## config.mk

```make
export PLATFORM = sky130hd
export DESIGN_NAME = uart_transmitter
export DESIGN_NICKNAME = d
export VERILOG_FILES = /design/src/rtl/uart_pkg.sv /design/src/rtl/counter.sv /design/src/rtl/tx_holding_reg.sv /design/src/rtl/uart_transmitter.sv
export SDC_FILE = /design/constraint.sdc
export NUM_CORES = 1
export LEC_CHECK = 0
export CAP_MARGIN = 20
export CORE_MARGIN = 10
export CORE_UTILIZATION = 56
export CTS_CLUSTER_DIAMETER = 80
export DETAILED_ROUTE_END_ITERATION = 12
export HOLD_SLACK_MARGIN = 0.05
export PLACE_DENSITY = 0.77
export REMOVE_ABC_BUFFERS = 1
export SLEW_MARGIN = 40
export SYNTH_ARGS = -nofsm -noshare
export SYNTH_HDL_FRONTEND = slang
export SYNTH_SLANG_ARGS = --single-unit
```

## constraint.sdc

```tcl
create_clock -name clk -period 2 [get_ports clk]
set_clock_uncertainty 0.05 [all_clocks]
set_input_delay 0.3 -clock clk [delete_from_list [all_inputs] [get_ports clk]]
set_output_delay 0.3 -clock clk [all_outputs]
set_load 0.03 [all_outputs]
```

## src/rtl/uart_pkg.sv

```systemverilog
// Shared UART definitions used by the transmitter and the oversampling receiver.
package uart_pkg;

    // Default bit period (peripheral clocks per bit) and frame data width.
    localparam int unsigned UART_CLKS_PER_BIT = 16;
    localparam int unsigned UART_DATA_BITS    = 8;

    // Transmit frame sequencer states.
    typedef enum logic [1:0] {
        IDLE,
        START_BIT,
        DATA,
        STOP
    } tx_state_t;

endpackage

```

## src/rtl/counter.sv

```systemverilog
// Generic modulo counter: counts 0..MODULUS-1 while enabled, wraps to 0,
// and is held at 0 by a synchronous clear (clear has priority over enable).
module counter #(
    parameter int unsigned WIDTH   = 4,
    parameter int unsigned MODULUS = 16
) (
    input  logic             clk,
    input  logic             rst_n,
    input  logic             i_clear,
    input  logic             i_en,
    output logic [WIDTH-1:0] o_count
);

    localparam logic [WIDTH-1:0] LAST = WIDTH'(MODULUS - 1);

    logic [WIDTH-1:0] r_count;

    // Count register with clear, enable and wrap at the terminal value.
    always_ff @(posedge clk or negedge rst_n) begin
        if (!rst_n) begin
            r_count <= '0;
        end else if (i_clear) begin
            r_count <= '0;
        end else if (i_en) begin
            if (r_count == LAST) begin
                r_count <= '0;
            end else begin
                r_count <= r_count + 1'b1;
            end
        end
    end

    assign o_count = r_count;

endmodule

```

## src/rtl/tx_holding_reg.sv

```systemverilog
// One-entry valid/ready buffer between the host and the transmit shifter.
// Ready depends only on the full flag, never on the incoming valid.
module tx_holding_reg
    import uart_pkg::*;
#(
    parameter int unsigned WIDTH = UART_DATA_BITS
) (
    input  logic             clk,
    input  logic             rst_n,
    input  logic             i_valid,
    input  logic [WIDTH-1:0] i_data,
    output logic             o_ready,
    input  logic             i_pop,
    output logic             o_full,
    output logic [WIDTH-1:0] o_data
);

    logic             r_full;
    logic [WIDTH-1:0] r_data;
    logic             w_push;

    assign w_push = i_valid && !r_full;

    // Capture a byte when empty; the consumer pops only while full, so
    // push and pop are mutually exclusive.
    always_ff @(posedge clk or negedge rst_n) begin
        if (!rst_n) begin
            r_full <= 1'b0;
            r_data <= '0;
        end else if (i_pop) begin
            r_full <= 1'b0;
        end else if (w_push) begin
            r_full <= 1'b1;
            r_data <= i_data;
        end
    end

    assign o_ready = !r_full;
    assign o_full  = r_full;
    assign o_data  = r_data;

endmodule

```

## src/rtl/uart_transmitter.sv

```systemverilog
// UART transmitter: start bit, DATA_BITS data bits LSB first, STOP_BITS stop
// bits, each held CLKS_PER_BIT clocks. A holding register allows the next
// byte to be queued so back-to-back frames have no idle gap.
module uart_transmitter
    import uart_pkg::*;
#(
    parameter int unsigned CLKS_PER_BIT = UART_CLKS_PER_BIT,
    parameter int unsigned DATA_BITS    = UART_DATA_BITS,
    parameter int unsigned STOP_BITS    = 1
) (
    input  logic                 clk,
    input  logic                 rst_n,
    input  logic [DATA_BITS-1:0] data_in,
    input  logic                 data_in_valid,
    output logic                 data_in_ready,
    output logic                 tx_bitstream,
    output logic                 active_tx,
    output logic                 done
);

    localparam int unsigned TW = $clog2(CLKS_PER_BIT);
    localparam int unsigned IW = $clog2(DATA_BITS);

    localparam logic [TW-1:0] TIMER_LAST = TW'(CLKS_PER_BIT - 1);
    localparam logic [IW-1:0] INDEX_LAST = IW'(DATA_BITS - 1);
    localparam logic          STOP_LAST  = 1'(STOP_BITS - 1);

    tx_state_t r_state;
    tx_state_t w_state_next;

    logic [DATA_BITS-1:0] r_shift;
    logic [DATA_BITS-1:0] w_shift_next;
    logic                 r_tx;
    logic                 w_tx_next;

    logic                 w_hold_full;
    logic [DATA_BITS-1:0] w_hold_data;
    logic                 w_pop;

    logic [TW-1:0] w_timer;
    logic [IW-1:0] w_bit_idx;
    logic          w_stop_cnt;

    logic w_bit_end;
    logic w_last_bit;
    logic w_last_stop;
    logic w_done;

    tx_holding_reg #(
        .WIDTH (DATA_BITS)
    ) u_hold (
        .clk     (clk),
        .rst_n   (rst_n),
        .i_valid (data_in_valid),
        .i_data  (data_in),
        .o_ready (data_in_ready),
        .i_pop   (w_pop),
        .o_full  (w_hold_full),
        .o_data  (w_hold_data)
    );

    // Bit timer free-runs for the whole frame and is parked at 0 in IDLE.
    counter #(
        .WIDTH   (TW),
        .MODULUS (CLKS_PER_BIT)
    ) u_bit_timer (
        .clk     (clk),
        .rst_n   (rst_n),
        .i_clear (r_state == IDLE),
        .i_en    (r_state != IDLE),
        .o_count (w_timer)
    );

    counter #(
        .WIDTH   (IW),
        .MODULUS (DATA_BITS)
    ) u_bit_index (
        .clk     (clk),
        .rst_n   (rst_n),
        .i_clear (r_state != DATA),
        .i_en    ((r_state == DATA) && w_bit_end),
        .o_count (w_bit_idx)
    );

    counter #(
        .WIDTH   (1),
        .MODULUS (STOP_BITS)
    ) u_stop_count (
        .clk     (clk),
        .rst_n   (rst_n),
        .i_clear (r_state != STOP),
        .i_en    ((r_state == STOP) && w_bit_end),
        .o_count (w_stop_cnt)
    );

    assign w_bit_end   = (r_state != IDLE) && (w_timer == TIMER_LAST);
    assign w_last_bit  = (w_bit_idx == INDEX_LAST);
    assign w_last_stop = (w_stop_cnt == STOP_LAST);

    // Next-state, shift-register and line-level decode.
    always_comb begin
        w_state_next = r_state;
        w_shift_next = r_shift;
        w_pop        = 1'b0;
        w_done       = 1'b0;
        unique case (r_state)
            IDLE: begin
                if (w_hold_full) begin
                    w_state_next = START_BIT;
                    w_shift_next = w_hold_data;
                    w_pop        = 1'b1;
                end
            end
            START_BIT: begin
                if (w_bit_end) begin
                    w_state_next = DATA;
                end
            end
            DATA: begin
                if (w_bit_end) begin
                    w_shift_next = r_shift >> 1;
                    if (w_last_bit) begin
                        w_state_next = STOP;
                    end
                end
            end
            STOP: begin
                if (w_bit_end && w_last_stop) begin
                    w_done = 1'b1;
                    if (w_hold_full) begin
                        w_state_next = START_BIT;
                        w_shift_next = w_hold_data;
                        w_pop        = 1'b1;
                    end else begin
                        w_state_next = IDLE;
                    end
                end
            end
            default: begin
                w_state_next = IDLE;
            end
        endcase

        // The line is registered, so it is derived from the next state.
        unique case (w_state_next)
            START_BIT: w_tx_next = 1'b0;
            DATA:      w_tx_next = w_shift_next[0];
            default:   w_tx_next = 1'b1;
        endcase
    end

    // State, shift register and registered serial line.
    always_ff @(posedge clk or negedge rst_n) begin
        if (!rst_n) begin
            r_state <= IDLE;
            r_shift <= '0;
            r_tx    <= 1'b1;
        end else begin
            r_state <= w_state_next;
            r_shift <= w_shift_next;
            r_tx    <= w_tx_next;
        end
    end

    assign tx_bitstream = r_tx;
    assign active_tx    = (r_state != IDLE);
    assign done         = w_done;

endmodule

```

==> results_dict.tcl, run 1 <==
set metrics [dict create \
    comb_power_share 0.172 \
    diodes 0 \
    area_growth_syn_to_layout_pct 17.70 \
    place_inst 184 \
    synth_top_area_share 0.4204 \
    final_antenna_net_count 0 \
    cp-start-kind "flop" \
    rr_endpoint "tx_bitstream$_DFF_PN1_" \
    fill_cells 216 \
    cts.sinks 27 \
    setup_viol 0 \
    clock-root-buffer "clkbuf_4" \
    switching_share 0.2514 \
    maxSlewHeadroom 0.7783 \
    grt_antenna_before_repair 0 \
    clkTransAtPathRegs_ns 0.16 \
    finalWorstPathRequiredPeriod_ns 1.938 \
    syn-instance-count 138 \
    pin_count 15 \
    grt_use_total 0.1193 \
    power.internal_mw 0.8165 \
    first_iter_violations 86 \
    synthFlopType "dfrtp_1" \
    clkPwrFrac 0.225 \
    grt_pass1_vias 1126 \
    cts_tree "built" \
    viasPerCell 6.000 \
    cp.arrival_ns 1.59 \
    top_usage_layer "met2" \
    tightest_slew_ns 0.3282 \
    synth_top_area_cell "dfrtp_1" \
    reg2reg_slack_ns 0.13 \
    critPathCaptureType "primary output" \
    dr.pass1.iters 4 \
    clkLatencyLatePin_ns 0.34 \
    startpoint "u_bit_timer.o_count[0]$_DFF_PN0_" \
    portBuffers 14 \
    maxCapViolations 0 \
    syn_area_mm2 0.001548 \
    fmax_mhz 516.1 \
    floorplan.initialDensity 0.5711 \
    p_leak_nw 0.8006 \
    drv_slew 0 \
    hp-class "input port to asynchronous set/reset pin" \
    die_width_um 72.57 \
    ys_ff_latch 27 \
    clock_path_buffers 2 \
    synthTopCellsByArea "dfrtp_1, mux2_2, ha_1, a32oi_1, buf_6" \
    place.gp.congestion 0.8193 \
    hpwl_um 2199 \
    rr_worst_depth 7 \
    avgRoutedWirePerCell_um 15.93 \
    yosys_warnings 0 \
    grtUsageMet3 0.02585 \
    h-tree-depth 1 \
    met1_usage 0.1430 \
    grt_pass1_wl_um 5078 \
    use_met2 0.1965 \
    critPathMaxFanout 7 \
    setup_tns_ns 0 \
    netlist_top_cells_count "dfrtp_1, mux2_2, a32oi_1, ha_1, inv_1" \
    p_total_mw 1.091 \
    cts_buffers 3 \
    p_seq_frac 0.603 \
    yosysUniqueCellTypes 40 \
    peakVddDrop_v 0.0005488 \
    drc 0 \
    crit_required_ns 1.65 \
    powerDensity_mw_per_mm2 598.7 \
    vias 1158 \
    syn_area_per_cell_um2 11.22 \
    wl_um 3074 \
    drive_gt1_frac 0.3025 \
    die_h_um 72.57 \
    async_flop_share 1.000 \
    critPathKind "flop to primary output" \
    timing.rr.start "u_bit_timer.o_count[0]$_DFF_PN0_" \
    rows 19 \
    dieArea_mm2 0.005266 \
    final_hold_viol_count 0 \
    grt_max_degree 28 \
    coreArea_mm2 0.002710 \
    p_switching_mw 0.2742 \
    grt.overflow.total 0 \
    synth_edf_count 0 \
    crit_path_end "done" \
    instances_no_fill 193 \
    nets 182 \
    min_period_over_period 0.9688 \
    ys_seq_area_frac 0.4373 \
    yosysMostFrequentCell "dfrtp_1" \
    cts_hold_buffers 0 \
    status "complete, no violations" \
]
-- logic make-up (layout without fill, tap and decap cells) --
| family | count (synthesis) | after routing | share of synthesized area |
|---|---|---|---|
| flip-flops | 27 | 27 | 0.4373 |
| XOR/XNOR | 1 | 1 | 0.005660 |
| AND/OR/NAND/NOR | 30 | 30 | 0.1180 |
| buffers and inverters | 16 | 40 | 0.05982 |
| adder cells (fa/ha/maj) | 8 | 8 | 0.06468 |
| multiplexers | 18 | 18 | 0.1318 |
| AO/OA/AOI/OAI | 38 | 38 | 0.1827 |
-- worst min-delay path by stage --
stage / end / slack (ns) / depth (start not counted)
after floorplan: r_shift[0]$_DFF_PN0_ / -0.05 / 0
after global placement: u_bit_timer.o_count[0]$_DFF_PN0_ / 0.43 / 1
after global routing: r_shift[3]$_DFFE_PN0P_ / 0.26 / 2
final: r_shift[3]$_DFFE_PN0P_ / 0.25 / 2
after CTS: u_bit_index.o_count[1]$_DFFE_PN0P_ / 0.26 / 2
after detailed placement: u_bit_timer.o_count[0]$_DFF_PN0_ / 0.44 / 1
-- stage by stage --
step	hold WS, ns	util	instance area (um^2)	worst slack (ns)
3_5_place_dp	0.4398	0.6380	1729	0.1087
5_1_grt	0.2606	0.6722	1822	-0.006475
4_1_cts	0.2570	0.6584	1784	0.01553
2_1_floorplan	-0.04559	-	1485	0.1011
3_3_place_gp	0.4300	0.6380	1729	0.1806
6_report	0.2508	0.6722	1822	0.06248
-- layer usage --
layer	vias up	routed length [um]
met3	5	158
met4	0	58
met2	29	1527
li1	560	-
met5	-	0
met1	564	1329
-- sequential cells by signal (all words and copies together), names as in the netlist --
signal and count:
r_state 2, u_hold.o_data 8, r_shift 8, u_bit_index.o_count 3, u_hold.o_full 1, tx_bitstream 1, u_bit_timer.o_count 4
-- final cells by class --
class	count	area [um^2]	share of cell area
clock buffer	3	22.52	0.01236
clock inverter	1	5.005	0.002747
inverter	8	30.03	0.01648
multi-input combinational	95	804.5	0.4416
sequential	27	676.9	0.3716
tap	31	38.79	0.02129
timing repair buffer	28	244.0	0.1339
-- critical path, cell delays in order (launching register included) --
cell	delay [ns]
dfrtp_1	0.46
ha_4	0.21
and4b_2	0.24
and2_2	0.18
buf_4	0.16
-- placed cells by master, fill, tap and decap left out, types with 5 or more instances in the layout --
cell type | netlist | final
o21ai_0 | 6 | 6
a32oi_1 | 8 | 8
mux2_2 | 15 | 15
dfrtp_1 | 26 | 26
clkdlybuf4s50_1 | 0 | 11
o21a_1 | 6 | 6
ha_1 | 8 | 6
inv_1 | 8 | 6
nor2b_1 | 5 | 5
nand2_1 | 5 | 5
buf_4 | 0 | 15
-- power groups by stage --
stage | clock [mW] | combinational, mW | sequential, mW
2_1_floorplan | 0 | 0.125 | 0.660
3_3_place_gp | 0 | 0.182 | 0.668
3_5_place_dp | 0 | 0.191 | 0.671
4_1_cts | 0.251 | 0.191 | 0.659
5_1_grt | 0.269 | 0.207 | 0.670
6_report | 0.246 | 0.188 | 0.657
-- repair_timing --
item                                    CTS  global route
buffers inserted                          3             2
pin swaps                                 0             0
resized for setup                         6             3
endpoints found under the setup margin    2             2
Note: power is estimated with default switching activity, not from simulation.
==> run 2: changes to the inputs <==
--- a/config.mk
+++ b/config.mk
@@ -5,13 +5,14 @@
 export SDC_FILE = /design/constraint.sdc
 export NUM_CORES = 1
 export LEC_CHECK = 0
-export CAP_MARGIN = 20
+export CELL_PAD_IN_SITES_DETAIL_PLACEMENT = 1
+export CELL_PAD_IN_SITES_GLOBAL_PLACEMENT = 1
 export CORE_MARGIN = 10
-export CORE_UTILIZATION = 56
+export CORE_UTILIZATION = 45
 export CTS_CLUSTER_DIAMETER = 80
 export DETAILED_ROUTE_END_ITERATION = 12
 export HOLD_SLACK_MARGIN = 0.05
-export PLACE_DENSITY = 0.77
+export PLACE_DENSITY = 0.78
 export REMOVE_ABC_BUFFERS = 1
 export SLEW_MARGIN = 40
 export SYNTH_ARGS = -nofsm -noshare
==> constraint.sdc (replaced) <==
create_clock -name clk -period 2.12 [get_ports clk]
set_clock_uncertainty 0.05 [all_clocks]
set_input_delay 0.318 -clock clk [delete_from_list [all_inputs] [get_ports clk]]
set_output_delay 0.318 -clock clk [all_outputs]
set_load 0.03 [all_outputs]
==> run 2 against run 1 <==
Wire length increased by 11%; critical path type unchanged; sequential power fell by 6.1%; power is 4.9% lower; sequential cell count did not move; first-iteration DRC count down 43%; worst setup slack better by 0.013 ns; combinational power decreased by 4%.
==> results_dict.tcl, run 2 (synthesis results as in run 1) <==
set metrics [dict create \
    status "complete, no violations" \
    avgRoutedWirePerCell_um 16.90 \
    critPathKind "flop to primary output" \
    preCtsSetupSlack_ns 0.04881 \
    grt_antenna_before_repair 0 \
    slowest_delay_ns 0.41 \
    p_leak_nw 0.7483 \
    place.gp.congestion 0.7851 \
    cts_hold_buffers 0 \
    final_hold_viol_count 0 \
    area_growth_syn_to_layout_pct 15.93 \
    floorplan.initialDensity 0.4638 \
    p_total_mw 1.038 \
    clock_path_buffers 2 \
    grt_pass1_wl_um 5837 \
    dieArea_mm2 0.006185 \
    finalWorstPathRequiredPeriod_ns 2.045 \
    wl_um 3413 \
    powerDensity_mw_per_mm2 578.3 \
    viasPerCell 5.599 \
    final_cell_mix "dfrtp_1, mux2_2, clkdlybuf4s50_1" \
    dr.pass1.iters 4 \
    tightest_slew_ns 0.4171 \
    grt.overflow.total 0 \
    pin_count 15 \
    nets 176 \
    worstPathCellList "inv_2 -> ha_4 -> and4b_4 -> and2_4 -> buf_6" \
    layout_commonest_cell "dfrtp_1" \
    setup_ws_ns 0.07505 \
    final_antenna_net_count 0 \
    setup_viol 0 \
    grt_max_degree 28 \
    cp-start-kind "flop" \
    coreArea_mm2 0.003337 \
    rows 21 \
    clkLatencyLatePin_ns 0.34 \
    clock-root-buffer "clkbuf_4" \
    rsz0062_at_grt "no" \
    die_h_um 78.65 \
    cp.arrival_ns 1.68 \
    drc 0 \
    clkTransAtPathRegs_ns 0.15 \
    h-tree-depth 1 \
    maxCapViolations 0 \
    finish.instance_area_mm2 0.001794 \
    drv_slew 0 \
    fmax_mhz 489.0 \
    min_period_over_period 0.9646 \
    dpl_cell_area_mm2 0.001725 \
    critPathCaptureType "primary output" \
    cp_slowest_cell "dfrtp_1" \
    diodes 0 \
    cts_tree "built" \
    peakVddDrop_v 0.0003418 \
    portBuffers 14 \
    cts_buffers 3 \
    first_iter_violations 49 \
    vias 1131 \
    grt_use_total 0.1147 \
    drive_gt1_frac 0.2821 \
    hpwl_um 2434 \
    cts.sinks 27 \
    die_width_um 78.65 \
    hp-class "input port to asynchronous set/reset pin" \
    grt_pass1_vias 1202 \
    critPathMaxFanout 7 \
    crit_required_ns 1.75 \
    maxSlewHeadroom 0.7182 \
]
==> run 2: cell type report <==
| cell class | instances | area [um^2] |
|---|---|---|
| Multi-Input combinational cell | 95 | 798.3 |
| Fill cell | 374 | 1543 |
| Inverter | 8 | 30.03 |
| Clock buffer | 3 | 22.52 |
| Clock inverter | 1 | 7.507 |
| Sequential cell | 27 | 678.2 |
| Timing Repair Buffer | 22 | 200.2 |
| Tap cell | 46 | 57.56 |
==> run 2: metrics by stage <==
step	TNS (ns)	cells	util	hold slack, ns
6_report	0	202	0.5377	0.2822
5_1_grt	0	202	0.5377	0.2970
4_1_cts	-0.01535	200	0.5324	0.2847
3_5_place_dp	0	196	0.5171	0.4405
3_3_place_gp	0	196	0.5171	0.4309
2_1_floorplan	0	130	-	-0.02759
==> run 2: power breakdown <==
part	total [mW]	leakage (nW)	switching, mW	internal (mW)
clock network	0.240	0.0139	0.168	0.0725
logic	0.180	0.400	0.0645	0.116
registers	0.617	0.335	0.0347	0.583
==> run 2: final timing paths <==
kind,from,end,slack [ns],cells past startpoint
worst max register to register,r_state[0]$_DFF_PN0_,tx_bitstream$_DFF_PN1_,0.29,6
max in group asynchronous,rst_n,tx_bitstream$_DFF_PN1_,1.44,2
min in group clk,u_hold.o_data[2]$_DFFE_PN0P_,u_hold.o_data[2]$_DFFE_PN0P_,0.47,1
worst min-delay path,rst_n,u_hold.o_data[5]$_DFFE_PN0P_,0.28,2
worst max-delay path,r_state[0]$_DFF_PN0_,done,0.08,5
worst min register to register,u_hold.o_data[2]$_DFFE_PN0P_,u_hold.o_data[2]$_DFFE_PN0P_,0.47,1
==> run 2: metal layers <==
layer  up-vias  track usage  part of all wire
met5         -            0                 0
met4         0      0.04301             0.013
met3         4      0.01822             0.023
met2        12       0.1801              0.50
met1       570       0.1542              0.47
li1        545            -                 -
==> run 2: worst max-delay path, delay by kind of cell, from the launching register on <==
family                   cells  cell delay, ns
adder cells (fa/ha/maj)      1            0.18
buffers and inverters        2            0.20
flip-flops                   1            0.41
AND/OR/NAND/NOR              2            0.54
==> run 2: repair_timing <==
item                       in CTS  in global routing
pin swaps                       1                  0
gates resized for setup        10                  1
buffers inserted                0                  2
setup endpoints to repair       2                  1
==> run 3: changes to the inputs <==
--- a/config.mk
+++ b/config.mk
@@ -14,6 +14,7 @@
 export HOLD_SLACK_MARGIN = 0.05
 export PLACE_DENSITY = 0.78
 export REMOVE_ABC_BUFFERS = 1
+export SKIP_LAST_GASP = 1
 export SLEW_MARGIN = 40
 export SYNTH_ARGS = -nofsm -noshare
 export SYNTH_HDL_FRONTEND = slang
==> run 3 against run 2 <==
Die area did not move; sequential share of layout area shrank 0.16 points; clock power barely moved; power barely moved; largest cell class unchanged; utilization is 0.22 points higher; global-route usage about the same.
==> results_dict.tcl, run 3 (synthesis results as in run 1) <==
set metrics [dict create \
    fin_util 0.5399 \
    place.gp.congestion 0.7851 \
    grt_pass1_wl_um 5858 \
    first_iter_violations 34 \
    dieArea_mm2 0.006185 \
    hp-class "input port to asynchronous set/reset pin" \
    slowest_delay_ns 0.42 \
    tightest_slew_ns 0.4264 \
    avgRoutedWirePerCell_um 17.52 \
    nets 178 \
    finalWorstPathRequiredPeriod_ns 2.073 \
    setup_tns_ns 0 \
    peakVddDrop_v 0.0003415 \
    cp_slowest_cell "dfrtp_1" \
    status "complete, no violations" \
    coreArea_mm2 0.003337 \
    vias 1158 \
    final_cell_mix "dfrtp_1, mux2_2, clkdlybuf4s50_1" \
    worstPathCellList "inv_1 -> ha_4 -> and4b_4 -> and2_2 -> buf_4" \
    seq_area_um2 678.2 \
    crit_required_ns 1.75 \
    setup_viol 0 \
    pin_count 15 \
    clkLatencyLatePin_ns 0.34 \
    fmax_mhz 482.3 \
    diodes 0 \
    viasPerCell 5.676 \
    clock_path_buffers 2 \
    layout_commonest_cell "dfrtp_1" \
    rows 21 \
    area_growth_syn_to_layout_pct 16.41 \
    p_leak_nw 0.7633 \
    portBuffers 14 \
    wl_um 3575 \
    final_hold_viol_count 0 \
    grt_use_total 0.1152 \
    timing.rr.start "r_state[0]$_DFF_PN0_" \
    cp.depth 5 \
    cts_buffers 3 \
    fill_cells 377 \
    min_period_over_period 0.9780 \
    startpoint "r_state[0]$_DFF_PN0_" \
    critPathCaptureType "primary output" \
    critPathKind "flop to primary output" \
    cp-start-kind "flop" \
    critPathMaxFanout 6 \
    hpwl_um 2434 \
    cts_hold_buffers 0 \
    final_antenna_net_count 0 \
    cts.sinks 27 \
    whs_ns 0.2860 \
    grt_antenna_before_repair 0 \
    drv_slew 0 \
    powerDensity_mw_per_mm2 575.4 \
    floorplan.initialDensity 0.4638 \
    die_h_um 78.65 \
    maxCapViolations 0 \
    drc 0 \
    grt.overflow.total 0 \
    reg2reg_slack_ns 0.16 \
    rr_worst_depth 7 \
    die_width_um 78.65 \
    grt_pass1_vias 1202 \
    cts_tree "built" \
    dr.pass1.iters 4 \
    drive_gt1_frac 0.2722 \
    h-tree-depth 1 \
    cp.arrival_ns 1.71 \
    multiInputGateArea_um2 794.5 \
    grt_max_degree 28 \
    cp_num_buf_inv 2 \
    path_delay_family "flip-flops" \
    rr_endpoint "tx_bitstream$_DFF_PN1_" \
    clkTransAtPathRegs_ns 0.15 \
    clock-root-buffer "clkbuf_4" \
    maxSlewHeadroom 0.7120 \
]
-- run 3: how the worst max path moves through the flow --
stage / slack [ns] / endpoint
after floorplan: 0.22 / r_shift[0]$_DFF_PN0_
after global placement: 0.16 / r_shift[0]$_DFF_PN0_
after detailed placement: 0.05 / tx_bitstream$_DFF_PN1_
after CTS: -0.17 / done
after global routing: -0.0002 / done
final: 0.05 / done
-- run 3: layout make-up --
class	count	area share
Clock buffer	3	0.01250
Clock inverter	1	0.004167
Inverter	8	0.01667
Multi-Input combinational cell	95	0.4410
Sequential cell	27	0.3764
Tap cell	46	0.03194
Timing Repair Buffer	24	0.1174
-- run 3: repair_timing --
item                       in CTS  in global routing
gates resized for setup         2                  4
cloned                          0                  0
setup endpoints to repair       2                  4
buffers inserted                0                  4
-- run 3: per-layer routing --
layer | part of all wire | wire length (um) | GRT usage | up-vias
met3 | 0.025 | 88 | 0.02050 | 6
met4 | 0.017 | 59 | 0.04659 | 0
met2 | 0.49 | 1740 | 0.1785 | 14
met5 | 0 | 0 | 0 | -
met1 | 0.47 | 1686 | 0.1542 | 588
li1 | - | - | - | 550
-- run 3: through the flow --
step / instances / total power, mW / worst slack [ns] / instance area (um^2)
2_1_floorplan: 130 / 0.7414 / 0.2211 / 1485
3_3_place_gp: 196 / 0.8013 / 0.1624 / 1725
3_5_place_dp: 196 / 0.8107 / 0.04881 / 1725
4_1_cts: 200 / 1.053 / -0.1667 / 1755
5_1_grt: 204 / 1.098 / -0.0001977 / 1802
6_report: 204 / 1.037 / 0.04670 / 1802
-- run 3: report_power, final --
group,internal (mW),total (mW),switching (mW)
Clock,0.0725,0.239,0.167
Sequential,0.583,0.617,0.0344
Combinational,0.116,0.180,0.0648
Total,0.771,1.04,0.266
